File: src/rtl/mem_arbiter.sv
// rtl/mem_arbiter.sv - two-requester single-port memory arbiter with WAIT timeout
// Define MEM_ARB_RR_EN for round-robin grants; default build is fixed data-over-fetch priority.
module mem_arbiter #(
  parameter int ADDR_W  = 32,
  parameter int DATA_W  = 32,
  parameter int TIMEOUT = 15
) (
  input  logic                clk,
  input  logic                rst,
  input  logic                if_req,
  input  logic [ADDR_W-1:0]   if_addr,
  output logic                if_ack,
  output logic [DATA_W-1:0]   if_rdata,
  input  logic                d_req,
  input  logic                d_we,
  input  logic [ADDR_W-1:0]   d_addr,
  input  logic [DATA_W-1:0]   d_wdata,
  input  logic [DATA_W/8-1:0] d_be,
  output logic                d_ack,
  output logic [DATA_W-1:0]   d_rdata,
  output logic                err,
  output logic                mem_req,
  output logic                mem_we,
  output logic [ADDR_W-1:0]   mem_addr,
  output logic [DATA_W-1:0]   mem_wdata,
  output logic [DATA_W/8-1:0] mem_be,
  input  logic                mem_done,
  input  logic [DATA_W-1:0]   mem_rdata
);
  localparam int BE_W = DATA_W / 8;
  localparam logic [7:0] CNT_LAST = 8'(TIMEOUT - 1);

  typedef enum logic [1:0] {IDLE, ISSUE, WAIT, RESP} state_t;

  state_t              state_q, state_d;
  logic                owner_q, owner_d;  // 1: data port owns the transaction
  logic [7:0]          cnt_q, cnt_d;
  logic                mem_req_q, mem_req_d;
  logic                mem_we_q, mem_we_d;
  logic [ADDR_W-1:0]   mem_addr_q, mem_addr_d;
  logic [DATA_W-1:0]   mem_wdata_q, mem_wdata_d;
  logic [BE_W-1:0]     mem_be_q, mem_be_d;
  logic [DATA_W-1:0]   if_rdata_q, if_rdata_d;
  logic [DATA_W-1:0]   d_rdata_q, d_rdata_d;
  logic                if_ack_q, if_ack_d;
  logic                d_ack_q, d_ack_d;
  logic                err_q, err_d;
  logic                grant_data;

`ifdef MEM_ARB_RR_EN
  logic last_q;  // 1: data port won the previous grant

  assign grant_data = d_req && (!if_req || !last_q);

  always_ff @(posedge clk) begin
    if (!rst) begin
      last_q <= 1'b0;
    end else if (state_q == IDLE && (if_req || d_req)) begin
      last_q <= grant_data;
    end
  end
`else
  assign grant_data = d_req;
`endif

  always_comb begin
    state_d     = state_q;
    owner_d     = owner_q;
    cnt_d       = cnt_q;
    mem_req_d   = 1'b0;
    mem_we_d    = mem_we_q;
    mem_addr_d  = mem_addr_q;
    mem_wdata_d = mem_wdata_q;
    mem_be_d    = mem_be_q;
    if_rdata_d  = if_rdata_q;
    d_rdata_d   = d_rdata_q;
    if_ack_d    = 1'b0;
    d_ack_d     = 1'b0;
    err_d       = 1'b0;
    case (state_q)
      IDLE: begin
        if (if_req || d_req) begin
          state_d   = ISSUE;
          mem_req_d = 1'b1;
          cnt_d     = '0;
          owner_d   = grant_data;
          if (grant_data) begin
            mem_we_d    = d_we;
            mem_addr_d  = d_addr;
            mem_wdata_d = d_wdata;
            mem_be_d    = d_be;
          end else begin
            mem_we_d    = 1'b0;
            mem_addr_d  = if_addr;
            mem_wdata_d = '0;
            mem_be_d    = '1;
          end
        end
      end
      ISSUE: state_d = WAIT;
      WAIT: begin
        // A completion in the expiry cycle still counts as a normal response.
        if (mem_done) begin
          state_d  = RESP;
          d_ack_d  = owner_q;
          if_ack_d = !owner_q;
          if (owner_q) d_rdata_d = mem_rdata;
          else         if_rdata_d = mem_rdata;
        end else if (cnt_q == CNT_LAST) begin
          state_d  = RESP;
          d_ack_d  = owner_q;
          if_ack_d = !owner_q;
          err_d    = 1'b1;
        end else begin
          cnt_d = cnt_q + 8'd1;
        end
      end
      RESP:    state_d = IDLE;
      default: state_d = IDLE;
    endcase
  end

  always_ff @(posedge clk) begin
    if (!rst) begin
      state_q     <= IDLE;
      owner_q     <= 1'b0;
      cnt_q       <= '0;
      mem_req_q   <= 1'b0;
      mem_we_q    <= 1'b0;
      mem_addr_q  <= '0;
      mem_wdata_q <= '0;
      mem_be_q    <= '0;
      if_rdata_q  <= '0;
      d_rdata_q   <= '0;
      if_ack_q    <= 1'b0;
      d_ack_q     <= 1'b0;
      err_q       <= 1'b0;
    end else begin
      state_q     <= state_d;
      owner_q     <= owner_d;
      cnt_q       <= cnt_d;
      mem_req_q   <= mem_req_d;
      mem_we_q    <= mem_we_d;
      mem_addr_q  <= mem_addr_d;
      mem_wdata_q <= mem_wdata_d;
      mem_be_q    <= mem_be_d;
      if_rdata_q  <= if_rdata_d;
      d_rdata_q   <= d_rdata_d;
      if_ack_q    <= if_ack_d;
      d_ack_q     <= d_ack_d;
      err_q       <= err_d;
    end
  end

  assign mem_req   = mem_req_q;
  assign mem_we    = mem_we_q;
  assign mem_addr  = mem_addr_q;
  assign mem_wdata = mem_wdata_q;
  assign mem_be    = mem_be_q;
  assign if_ack    = if_ack_q;
  assign d_ack     = d_ack_q;
  assign err       = err_q;
  assign if_rdata  = if_rdata_q;
  assign d_rdata   = d_rdata_q;

endmodule

File: config.mk
export PLATFORM = sky130hd
export DESIGN_NAME = mem_arbiter
export DESIGN_NICKNAME = d
export VERILOG_FILES = /design/src/rtl/mem_arbiter.sv
export SDC_FILE = /design/constraint.sdc
export NUM_CORES = 1
export LEC_CHECK = 0
export ABC_CLOCK_PERIOD_IN_PS = 2140
export CORE_UTILIZATION = 33
export DETAILED_ROUTE_END_ITERATION = 12
export GPL_ROUTABILITY_DRIVEN = 0
export PLACE_DENSITY_LB_ADDON = 0.1
export SKIP_CTS_REPAIR_TIMING = 1
export SYNTH_ARGS = -nofsm -noshare
export SYNTH_HDL_FRONTEND = slang
export SYNTH_SLANG_ARGS = --single-unit
File: constraint.sdc
create_clock -name clk -period 2.14 [get_ports clk]
set_clock_uncertainty 0.2 [all_clocks]
set_input_delay 0.428 -clock clk [delete_from_list [all_inputs] [get_ports clk]]
set_output_delay 0.428 -clock clk [all_outputs]
set_load 0.03 [all_outputs]
Yosys cells after proc, flatten, opt, wreduce, memory -nomap -nowiden --
Cells that the tools add are included.
Storage, ports and cells: flip-flop bits (word level) 148, bits of input ports 138, logic and storage cells 55
Cells by class: add/subtract/negate cells 1, equality and inequality tests 8, muxes and demuxes 18, bitwise logic cells 3, reduce and logical (&&, ||, !) cells 12
Operator list (count):
- 32-bit 2-to-1 mux | 2
- 8-bit 2-to-1 mux | 3
- 8-bit case mux with 2 select lines | 1
- 8-bit by 1-bit adder with 8-bit output (second input constant) | 1
- 8-bit by 4-bit equality test with 1-bit output (second input constant) | 1
- 2-bit case mux with 4 select lines | 1
- 2-bit AND reduction | 4
- 1-bit 2-to-1 mux | 7
- 2-bit 2-to-1 mux | 3
- 2-bit inequality test (second input constant) | 3
- 3-bit AND reduction | 2
- 2-bit equality test (second input constant) | 2
- 4-bit 2-to-1 mux | 1
- 4-bit AND reduction | 1
- 3-bit inequality test (second input constant) | 1
- 1-bit NOT | 3
- 3-bit OR reduction | 1
- 2-bit by 1-bit equality test with 1-bit output (second input constant) | 1
- 2-bit logical NOT | 1
- 2-bit nonzero test | 1
- 1-bit logical NOT | 1
- 1-bit logical OR | 1

Depth between registers and ports, before layout --
Gate-level depths: netlist of the first run.
depth after elaboration 4, mapped depth 7, gate-level depth less buffers 6

Worst setup path after synthesis of the first run --
OpenSTA, ideal clock, no wires.
path kind flip-flop to flip-flop, start point register state_q[1], end point register cnt_q[5], library setup time 128 ps, arrival 1507 ps, path slack 305 ps, cell stages (with the launch flop) 7, clock period less this slack 1835 ps, cells stage by stage dfxtp_1 > inv_1 > ha_1 > nor3b_2 > a311oi_4 > a21o_4 > o221ai_2
On the way: cells in the longest elaborated chain, start to end 3
RTL lines:
- start, declared | line 35 | state_t state_q, state_d;
- start signal, assigned | line 139 | state_q <= state_d;
- 2-bit equality test / 2-bit logical NOT (equally long branches) | line 80 | case (state_q)
- 2-bit inequality test (no source line) / 2-bit nonzero test (equally long branches)
- 4-bit AND reduction (no source line)
- end signal, assigned | line 141 | cnt_q <= cnt_d;
- end, declared | line 37 | logic [7:0] cnt_q, cnt_d;
Parallel ways exist; a longest one is shown, timed or not. A chain may end at the register's enable or synchronous reset.

Worst setup path in the final report of the first run --
start point register mem_wdata_q[9] (netlist: mem_wdata[9]), end point output port mem_wdata[9]
RTL lines:
- start, declared | line 41 | logic [DATA_W-1:0] mem_wdata_q, mem_wdata_d;
- start signal, assigned | line 145 | mem_wdata_q <= mem_wdata_d;
- end, declared | line 25 | output logic [DATA_W-1:0] mem_wdata,
No word-level cell between the ends.

==> impl_results.rst, run 1 <==
.. list-table::
   :header-rows: 1

   * - Metric
     - Value
   * - Max-slew violation count
     - 0
   * - Number of distinct library cell variants in the gate-level netlist after synthesis
     - 36
   * - Number of vias per cell
     - roughly 4.8
   * - Post-synthesis sequential area ratio
     - 49.2%
   * - Final Instance Count excl. Fillers
     - 1,173
   * - Largest fanout of any net on the critical path
     - 2
   * - Number of buffers created by CTS
     - 17
   * - Number of nets with antenna violations after routing
     - 0
   * - Total I/O pin count
     - 275
   * - Final design area excluding fillers
     - 0.00967 mm²
   * - Clock tree sinks
     - 148
   * - Number of buffers added on ports
     - around 270
   * - Placeable core region
     - 0.0179 mm²
   * - Critical path required time
     - 1.51 ns
   * - Period utilization
     - 97.5%
   * - Total power consumption of the routed design
     - 9980 µW
   * - Detailed router's first-iteration violation count
     - 281
   * - Gr ovfl total
     - 0
   * - Pre-CTS WS
     - 0.0460 ns
   * - Worst vdd rail ir drop
     - 604 µV
   * - Area of the multi-input gates
     - 0.00282 mm²
   * - Site row count
     - 49
   * - Detailed Routing Iterations Pass 1
     - 4
   * - Setup repair after global routing missed its margin
     - false
   * - Power density relative to cell area
     - between 1000 and 1500 mW/mm²
   * - Clock latency at the later pin of the worst-skew pair
     - roughly 0.42 ns
   * - Post-route DRC violation count
     - 0
   * - Critical path data arrival time
     - 1.46 ns
   * - Fmax
     - about 480 MHz
   * - Total length of routed wires
     - 17.5 mm
   * - Total routing resource utilization after global routing
     - 18.7%
   * - Die height
     - 137 µm
   * - Root buffer cell
     - sky130_fd_sc_hd__clkbuf_16
   * - Wirelength per Cell
     - 14.9 µm
   * - Final hold viol count
     - 0
   * - MaxCap Viol Count
     - 0
   * - Delay-heaviest family, CP
     - buffers and inverters
   * - Cell area after synthesis
     - 0.00602 mm²
   * - Critical path, cell by cell
     - clkdlybuf4s50_1
   * - Number of buffers and inverters on the critical path
     - 1
   * - Critical Path End Type
     - output port
   * - Flip-flop and latch count after synthesis
     - between 100 and 150
   * - Bufs on Longest Clock Path
     - 2
   * - Via count of the first global-routing pass
     - between 5k and 6k
   * - Antenna violations before repair
     - 0
   * - Number of standard cells after synthesis
     - 671
   * - X dimension of the die
     - 137 µm
   * - Layout net count
     - 1,074
   * - Slew of the pin with the lowest slew margin
     - 0.623 ns
   * - Post-placement cell area
     - between 0.009 and 0.01 mm²
   * - Leakage component of the power
     - 0.00402 µW
   * - DP Cell Count
     - approximately 1.1k
   * - Area Overhead vs Synth
     - 60.7%
   * - Estimated wirelength of the detail-placed design
     - 12.6 mm
   * - Filler Cells Inserted
     - ~1.6k
   * - DIE AREA
     - 0.0188 mm²
   * - Total number of yosys warnings
     - 0
   * - Worst Hold Class
     - input port to register
   * - Synth Net Count
     - 814
   * - Worst setup path category
     - register to output port
   * - Final worst path period need
     - 2.09 ns
   * - Run status
     - complete, no violations
   * - Final Worst Setup Slack
     - between 0.05 and 0.06 ns
   * - Number of H-tree levels
     - 4
   * - Clock tree from TritonCTS
     - yes
   * - Setup Viol. Count Final
     - 0
   * - Pin count of the biggest net entering global routing
     - slightly above 70
   * - Average cell area after synthesis
     - 8.97 µm²
   * - Count of inserted antenna diode cells
     - 0
   * - Cell at the slowest stage of the critical path
     - sky130_fd_sc_hd__clkdlybuf4s50_1
   * - Slowest stage delay, CP
     - 0.71 ns
   * - First-pass GRT wire length
     - approximately 27 mm
   * - Share of layout cells above drive strength 1
     - between 6 and 7%
   * - Initial core utilization
     - 33.6%
   * - Max-Slew Margin vs Limit
     - around 60%
   * - Register clock-pin slew on the reported worst setup and hold paths
     - 0.06 ns
   * - Sequential standard cell area
     - 0.00296 mm²
   * - Via count
     - 5,638
   * - Category of the worst setup path launch point
     - register
## cells in the final DEF, fill, tap and decap left out, types with 2 or more instances in the layout
master	n
sky130_fd_sc_hd__a21boi_0	20
sky130_fd_sc_hd__a21boi_1	78
sky130_fd_sc_hd__a21oi_1	2
sky130_fd_sc_hd__a31oi_1	9
sky130_fd_sc_hd__and2_1	2
sky130_fd_sc_hd__and3_1	2
sky130_fd_sc_hd__buf_12	8
sky130_fd_sc_hd__buf_4	12
sky130_fd_sc_hd__clkbuf_16	17
sky130_fd_sc_hd__clkdlybuf4s50_1	260
sky130_fd_sc_hd__clkinv_2	2
sky130_fd_sc_hd__clkinv_4	2
sky130_fd_sc_hd__clkinvlp_4	3
sky130_fd_sc_hd__dfxtp_1	148
sky130_fd_sc_hd__dlymetal6s2s_1	12
sky130_fd_sc_hd__ha_1	5
sky130_fd_sc_hd__inv_1	6
sky130_fd_sc_hd__inv_6	6
sky130_fd_sc_hd__mux2i_1	33
sky130_fd_sc_hd__nand2_1	202
sky130_fd_sc_hd__nand2b_1	4
sky130_fd_sc_hd__nand3_1	38
sky130_fd_sc_hd__nand3b_1	4
sky130_fd_sc_hd__nand4_1	2
sky130_fd_sc_hd__nor2_1	7
sky130_fd_sc_hd__nor2_2	2
sky130_fd_sc_hd__o211a_1	36
sky130_fd_sc_hd__o21ai_0	4
## power by group
| part | switching, µW | total, µW | internal [µW] |
|---|---|---|---|
| Combinational | 2080 | 3670 | 1590 |
| Clock | 1240 | 2870 | 1630 |
| Sequential | 242 | 3440 | 3200 |
## synth_stat cells, drive strengths merged
library cell | number | area share (%)
and3 | 2 | 0.21
a21oi | 2 | 0.17
and4 | 1 | 0.15
o21ai | 6 | 0.56
nand4 | 2 | 0.21
o31ai | 1 | 0.12
nor4 | 1 | 0.35
o21a | 1 | 0.12
mux2i | 33 | 5.5
o221ai | 1 | 0.25
a211o | 1 | 0.15
a21o | 1 | 0.25
buf | 21 | 1.7
clkbuf | 31 | 1.9
and2 | 3 | 0.31
and3b | 1 | 0.15
nor2 | 9 | 0.56
nand3 | 38 | 3.2
a21boi | 98 | 12
nor3b | 1 | 0.21
o21bai | 1 | 0.12
ha | 5 | 1.0
nand3b | 4 | 0.50
o211a | 36 | 6.0
inv | 6 | 0.37
nand2 | 202 | 13
nand2b | 4 | 0.42
a311oi | 1 | 0.44
a31oi | 9 | 0.94
a211oi | 1 | 0.12
dfxtp | 148 | 49
## sequential cells by signal, indices dropped and copies added, names as in the netlist
name	flops
mem_we	1
if_ack	1
cnt_q	8
mem_be	4
mem_wdata	32
if_rdata	32
mem_req	1
err	1
d_ack	1
mem_addr	32
owner_q	1
d_rdata	32
state_q	2
## stage by stage
step	setup TNS, ns	hold slack, ns	util [%]
finish	0	0.166	54.0
global route	0	0.169	54.0
CTS	-0.0198	0.152	53.9
detailed placement	0	0.246	50.7
global placement	0	0.237	50.7
floorplan	0	0.238	-
## logic make-up after synthesis
| logic type | after synthesis | share of synthesized area [%] |
|---|---|---|
| adders and majority gates | 5 | 1.04 |
| AOI/OAI and AO/OA | 159 | 21.5 |
| and+or+nand+nor | 268 | 18.8 |
| muxes | 33 | 5.49 |
| buffers and inverters | 58 | 3.99 |
| DFF | 148 | 49.2 |
## metal layers
metal / GRT usage, % / wire length, µm / up-vias
li1: - / - / 2805
met1: 21.8 / 7280 / 2581
met2: 30.2 / 8230 / 221
met3: 7.33 / 1640 / 31
met4: 8.49 / 369 / 0
met5: 0 / 0 / -
## final timing paths
| check | startpoint | slack [ns] | cells past startpoint | end |
|---|---|---|---|---|
| worst max register to register | state_q[1] | 0.23 | 7 | cnt_q[7] |
| worst min register to register | mem_wdata[21] | 0.25 | 2 | mem_wdata[21] |
| worst max-delay path | mem_wdata[9] | 0.05 | 1 | mem_wdata[9] |
| worst min-delay path | d_req | 0.17 | 3 | owner_q |
## area by class of cell
type | count | area share, %
repair buffers | 293 | 31.1
flip-flops and latches | 148 | 30.6
multi-input cells | 465 | 29.2
clock buffers | 17 | 4.40
well taps | 229 | 2.96
clock inverters | 15 | 1.49
inverters | 6 | 0.233
(Power assumes the default switching activity.)
==> inputs of run 2 (changes only) <==
- CTS_CLUSTER_DIAMETER: not set -> 50
- DONT_BUFFER_PORTS: not set -> 1
==> impl_results.rst, run 2 (synthesis results as in run 1) <==
.. list-table::
   :header-rows: 1

   * - Metric
     - Value
   * - Cell at the slowest stage of the critical path
     - sky130_fd_sc_hd__a311oi_4
   * - Power density relative to cell area
     - 1210 mW/mm² (+17%)
   * - Launching point of the worst reg2reg path
     - state_q[1]
   * - Bufs on Longest Clock Path
     - 2 (unchanged)
   * - Dominant cell type by count on the critical path
     - sky130_fd_sc_hd__a31oi_1
   * - End of the worst register-to-register path
     - cnt_q[6]
   * - Setup Viol. Count Final
     - 0 (unchanged)
   * - Slowest stage delay, CP
     - 0.37 ns (-0.34 ns)
   * - Register clock-pin slew on the reported worst setup and hold paths
     - 0.06 ns (about the same)
   * - Detailed router's first-iteration violation count
     - 158 (-44%)
   * - MaxCap Viol Count
     - 0 (unchanged)
   * - Count of inserted antenna diode cells
     - 0 (unchanged)
   * - Reg2reg path depth
     - 7 (unchanged)
   * - Clock tree sinks
     - 148 (unchanged)
   * - Fmax
     - 515 MHz (+7.6%)
   * - Slew of the pin with the lowest slew margin
     - 0.455 ns (-0.168 ns)
   * - Layout net count
     - 853 (-21%)
   * - Total I/O pin count
     - 275 (unchanged)
   * - Worst hold path endpoint
     - if_rdata[6]
   * - Root buffer cell
     - sky130_fd_sc_hd__clkbuf_16
   * - Worst setup path category
     - register to register
   * - Pin count of the biggest net entering global routing
     - 143 (+100%)
   * - Worst hold path cell count
     - 1 (-2)
   * - DIE AREA
     - 0.0188 mm² (unchanged)
   * - X dimension of the die
     - 137 µm (unchanged)
   * - Setup repair after global routing missed its margin
     - false
   * - Failing checks
     - negative hold slack
   * - Number of H-tree levels
     - 4 (unchanged)
   * - Max-slew violation count
     - 0 (unchanged)
   * - Share of layout cells above drive strength 1
     - 6.79% (+0.22 points)
   * - Post-route DRC violation count
     - 0 (unchanged)
   * - Area Overhead vs Synth
     - 23.6%
   * - Total routing resource utilization after global routing
     - 15.8% (-2.9 points)
   * - Placeable core region
     - 0.0179 mm² (unchanged)
   * - Detailed Routing Iterations Pass 1
     - 4 (unchanged)
   * - HP Start
     - rst
   * - Via count
     - 4,864 (-14%)
   * - Worst vdd rail ir drop
     - 746 µV (+24%)
   * - Critical path required time
     - 2.28 ns (+0.77 ns)
   * - Most common cell after layout, fill and taps aside
     - sky130_fd_sc_hd__nand2_1
   * - Final worst path period need
     - 1.94 ns (-0.147 ns)
   * - Category of the worst setup path launch point
     - register
   * - Wirelength per Cell
     - 16.9 µm (+13%)
   * - Via count of the first global-routing pass
     - 4,452 (-19%)
   * - Gr ovfl total
     - 0 (unchanged)
   * - Most used cells in the layout excluding fill and tap cells
     - 202 x sky130_fd_sc_hd__nand2_1, 148 x sky130_fd_sc_hd__dfxtp_1, 78 x sky130_fd_sc_hd__a21boi_1
   * - Run status
     - finished with violations
   * - Antenna violations before repair
     - 0 (unchanged)
   * - Largest fanout of any net on the critical path
     - 5 (+3)
   * - Final hold viol count
     - 43 (+43)
   * - Critical Path End Type
     - register
   * - Clock tree from TritonCTS
     - yes
   * - Final design area excluding fillers
     - 0.00744 mm² (-23%)
   * - R2R setup slack
     - 0.20 ns (-0.03 ns)
   * - Minimum hold slack
     - -0.0311 ns (-0.198 ns)
   * - Site row count
     - 49 (unchanged)
   * - Critical path, cell by cell
     - inv_1, ha_1, nor3b_2, a311oi_4, buf_4, a31oi_1, a31oi_1
   * - Initial core utilization
     - 33.6% (unchanged)
   * - Die height
     - 137 µm (unchanged)
   * - Number of vias per cell
     - 5.11 (+6.4%)
   * - Number of buffers added on ports
     - 0 (-100%)
   * - Clock latency at the later pin of the worst-skew pair
     - 0.41 ns (about the same)
   * - Number of nets with antenna violations after routing
     - 0 (unchanged)
   * - Period utilization
     - 90.7% (-6.9 points)
   * - Setup tns final
     - 0 ns (unchanged)
   * - Number of buffers created by CTS
     - 17 (unchanged)
   * - Number of buffers and inverters on the critical path
     - 2 (+1)
   * - Final Instance Count excl. Fillers
     - 951 (-19%)
   * - Worst Hold Class
     - input port to register
   * - Critical path data arrival time
     - 2.08 ns (+0.62 ns)
   * - Leakage component of the power
     - 0.00303 µW (-25%)
   * - Estimated wirelength of the detail-placed design
     - 10.3 mm (-18%)
   * - Total length of routed wires
     - 16.0 mm (-8.5%)
   * - Delay-heaviest family, CP
     - compound AO/OA/AOI/OAI gates
   * - Util after Layout
     - 41.5% (-12 points)
   * - Post-placement cell area
     - 0.00625 mm² (-31%)
   * - First-pass GRT wire length
     - 22.8 mm (-16%)
   * - Max-Slew Margin vs Limit
     - 69.6% (+11 points)
   * - DP Cell Count
     - 860 (-25%)
==> run 2: changes by cell type in the layout (fill, tap and decap cells not counted), sizes merged <==
cell           before  now
buf                21   13
bufinv              1    2
clkbuf             17   24
clkdlybuf4s50     260    0
clkinv              4    2
clkinvlp            3    2
dlygate4sd3         0   59
dlymetal6s2s       12    0
inv                13    7
==> run 2: stage by stage <==
step | setup WS [ns] | total power, µW | hold WS [ns]
floorplan | 0.305 | 5550 | 0.238
global placement | 0.295 | 5930 | 0.266
detailed placement | 0.181 | 5980 | 0.288
CTS | 0.176 | 8970 | -0.0808
global route | 0.0381 | 9440 | -0.0544
finish | 0.200 | 8990 | -0.0311
==> run 2: power breakdown <==
| part | internal (µW) | leakage, µW | switching [µW] |
|---|---|---|---|
| Sequential | 3200 | 0.00121 | 1120 |
| Combinational | 723 | 0.00154 | 997 |
| Clock | 1810 | 0.000277 | 1130 |
| Total | 5730 | 0.00303 | 3260 |
==> run 2: how the worst max path moves through the flow <==
stage	endpoint	startpoint	slack, ns	depth (start not counted)
finish	cnt_q[6]	state_q[1]	0.20	7
global placement	cnt_q[2]	state_q[1]	0.30	7
detailed placement	cnt_q[6]	state_q[1]	0.18	7
floorplan	cnt_q[5]	state_q[1]	0.31	6
global route	cnt_q[1]	state_q[0]	0.04	7
CTS	cnt_q[6]	state_q[1]	0.18	7
==> run 2: metal layers <==
layer	track usage, %	wire, µm
met2	26.3	7740
met3	7.41	1690
met1	17.2	6350
met5	0	0
met4	6.59	261
==> run 2: cell type report <==
type	count	area [µm²]
Fill cell	1734	10500
Sequential cell	148	2960
Clock buffer	24	482
Clock inverter	7	97.6
Inverter	6	22.5
Tap cell	229	287
Multi-Input combinational cell	465	2820
Timing Repair Buffer	72	763
==> inputs of run 3 (changes only) <==
- ABC_CLOCK_PERIOD_IN_PS: 2140 -> not set
- SETUP_SLACK_MARGIN: not set -> 0.02
- clock period: 2.14 -> 2.16 ns (I/O delays scaled with it)
==> impl_results.rst, run 3 (synthesis results as in run 1) <==
.. list-table::
   :header-rows: 1

   * - Metric
     - Value
   * - Detailed Routing Iterations Pass 1
     - 7 (+3)
   * - Pin count of the biggest net entering global routing
     - 143 (unchanged)
   * - Met3 layer wire length in the routed design
     - 1.64 mm (-2.8%)
   * - Failing checks
     - negative hold slack
   * - Power density relative to cell area
     - 1180 mW/mm² (-2.4%)
   * - Crit path depth
     - 3 (-4)
   * - Initial core utilization
     - 33.6% (unchanged)
   * - Post-route DRC violation count
     - 0 (unchanged)
   * - Worst vdd rail ir drop
     - 608 µV (-18%)
   * - Number of nets with antenna violations after routing
     - 0 (unchanged)
   * - Max-Slew Margin vs Limit
     - 31.6% (-38 points)
   * - Run status
     - finished with violations
   * - DIE AREA
     - 0.0188 mm² (unchanged)
   * - Clock tree from TritonCTS
     - yes
   * - Site row count
     - 49 (unchanged)
   * - Final Worst Setup Slack
     - 0.148 ns (-0.0523 ns)
   * - Max-slew violation count
     - 0 (unchanged)
   * - Via count
     - 4,837 (-0.56%)
   * - Setup tns final
     - 0 ns (unchanged)
   * - R2R setup slack
     - 0.24 ns (+0.04 ns)
   * - Most used cells in the layout excluding fill and tap cells
     - 202 x sky130_fd_sc_hd__nand2_1, 148 x sky130_fd_sc_hd__dfxtp_1, 78 x sky130_fd_sc_hd__a21boi_1
   * - Critical path origin
     - d_req
   * - Layout net count
     - 854 (+0.12%)
   * - Register clock-pin slew on the reported worst setup and hold paths
     - 0.06 ns (about the same)
   * - Most common cell after layout, fill and taps aside
     - sky130_fd_sc_hd__nand2_1
   * - Total length of routed wires
     - 16.1 mm (+0.15%)
   * - Period utilization
     - 93.2%
   * - Via count of the first global-routing pass
     - 4,423 (-0.65%)
   * - Pre-CTS WS
     - 0.213 ns (+0.0321 ns)
   * - Detailed router's first-iteration violation count
     - 179 (+13%)
   * - Bufs on Longest Clock Path
     - 2 (unchanged)
   * - Final hold viol count
     - 5 (-88%)
   * - End of the critical path
     - mem_wdata[6]
   * - Die height
     - 137 µm (unchanged)
   * - Metal1 wirelength
     - 6.44 mm (+1.4%)
   * - Clock tree sinks
     - 148 (unchanged)
   * - Critical path, cell by cell
     - dlygate4sd3_1, nand3_1, a21boi_0
   * - DP Cell Count
     - 860 (unchanged)
   * - Category of the worst setup path launch point
     - input port
   * - Launching point of the worst reg2reg path
     - state_q[1]
   * - Total I/O pin count
     - 275 (unchanged)
   * - Top Metal Used
     - met4
   * - Count of inserted antenna diode cells
     - 0 (unchanged)
   * - MaxCap Viol Count
     - 0 (unchanged)
   * - Root buffer cell
     - sky130_fd_sc_hd__clkbuf_16
   * - Worst Hold Class
     - input port to register
   * - Slew of the pin with the lowest slew margin
     - 1.02 ns (+0.568 ns)
   * - Setup repair after global routing missed its margin
     - false
   * - Clock latency at the later pin of the worst-skew pair
     - 0.42 ns (about the same)
   * - X dimension of the die
     - 137 µm (unchanged)
   * - Leakage component of the power
     - 0.00303 µW (+0.23%)
   * - Critical path required time
     - 2.28 ns (about the same)
   * - Wirelength per Cell
     - 16.9 µm (about the same)
   * - Estimated wirelength of the detail-placed design
     - 10.3 mm (about the same)
   * - Slowest stage delay, CP
     - 1.21 ns (+0.84 ns)
   * - Number of buffers and inverters on the critical path
     - 1 (-1)
   * - Area Overhead vs Synth
     - 23.7%
   * - Number of H-tree levels
     - 4 (unchanged)
   * - Final worst path period need
     - 2.01 ns
   * - Gr ovfl total
     - 0 (unchanged)
   * - Number of buffers added on ports
     - 0 (unchanged)
   * - Total met2 wirelength after detailed routing
     - 7.77 mm (+0.35%)
   * - Final Instance Count excl. Fillers
     - 953 (+0.21%)
   * - Worst setup path category
     - input port to register
   * - Delay-heaviest family, CP
     - buffers and inverters
   * - Number of buffers created by CTS
     - 17 (unchanged)
   * - Largest fanout of any net on the critical path
     - 45 (+40)
   * - Fmax
     - 497 MHz
   * - Critical Path End Type
     - register
   * - Share of layout cells above drive strength 1
     - 7.32% (+0.53 points)
   * - Reg2reg path depth
     - 7 (unchanged)
   * - Minimum hold slack
     - -0.0290 ns (+0.00217 ns)
   * - End of the worst register-to-register path
     - cnt_q[6]
   * - Cell at the slowest stage of the critical path
     - sky130_fd_sc_hd__dlygate4sd3_1
   * - First-pass GRT wire length
     - 22.7 mm (-0.42%)
   * - Placeable core region
     - 0.0179 mm² (unchanged)
   * - Critical path data arrival time
     - 2.14 ns (+0.06 ns)
   * - Total routing resource utilization after global routing
     - 15.8% (-0.046 points)
   * - Number of vias per cell
     - 5.08 (-0.76%)
   * - Setup Viol. Count Final
     - 0 (unchanged)
   * - Antenna violations before repair
     - 0 (unchanged)
[run 3: changes by cell type in the layout (fill, tap and decap cells not counted)]
cell	change
sky130_fd_sc_hd__buf_12	-1
sky130_fd_sc_hd__buf_16	+2
sky130_fd_sc_hd__bufinv_16	-1
sky130_fd_sc_hd__clkbuf_1	-2
sky130_fd_sc_hd__clkbuf_8	-2
sky130_fd_sc_hd__clkinv_2	+3
sky130_fd_sc_hd__clkinv_4	+2
sky130_fd_sc_hd__clkinvlp_4	+1
[run 3: layout make-up]
class / count / area, µm²
fillers: 1755 / 10500
flip-flops and latches: 148 / 2960
multi-input cells: 465 / 2820
repair buffers: 73 / 798
clock buffers: 20 / 447
well taps: 229 / 287
clock inverters: 12 / 108
inverters: 6 / 22.5
[run 3: routing by layer]
metal | vias to the layer above | GRT usage (%)
li1 | 2369 | -
met2 | 207 | 26.5
met5 | - | 0
met1 | 2244 | 17.3
met3 | 17 | 6.93
met4 | 0 | 6.35
[run 3: where the power goes]
part,internal (µW),switching [µW]
Combinational,713,1000
Clock,1610,1160
Sequential,3170,1110
[run 3: worst min-delay path by stage]
| stage | startpoint | to | slack [ns] | cells past startpoint |
|---|---|---|---|---|
| after floorplan | owner_q | if_ack | 0.24 | 1 |
| after global placement | state_q[1] | state_q[1] | 0.27 | 2 |
| after detailed placement | owner_q | if_ack | 0.29 | 1 |
| after CTS | mem_rdata[2] | d_rdata[2] | -0.08 | 2 |
| after global routing | d_wdata[27] | mem_wdata[27] | -0.001 | 2 |
| final | d_req | mem_wdata[15] | -0.03 | 2 |
[run 3: worst reg2reg max path, stage by stage (launching register included)]
cell,delay (ns)
sky130_fd_sc_hd__dfxtp_1,0.35
sky130_fd_sc_hd__inv_1,0.07
sky130_fd_sc_hd__ha_1,0.24
sky130_fd_sc_hd__nor3b_2,0.20
sky130_fd_sc_hd__a311oi_4,0.37
sky130_fd_sc_hd__buf_4,0.19
sky130_fd_sc_hd__a31oi_1,0.08
sky130_fd_sc_hd__a31oi_1,0.15
[run 3: stage by stage]
| step | utilization (%) | area [µm²] | total power, µW |
|---|---|---|---|
| after global routing | 41.6 | 7450 | 9250 |
| final | 41.6 | 7450 | 8780 |
| after floorplan | - | 6020 | 5500 |
| after detailed placement | 34.9 | 6250 | 5930 |
| after CTS | 38.0 | 6800 | 8740 |
| after global placement | 34.9 | 6250 | 5870 |
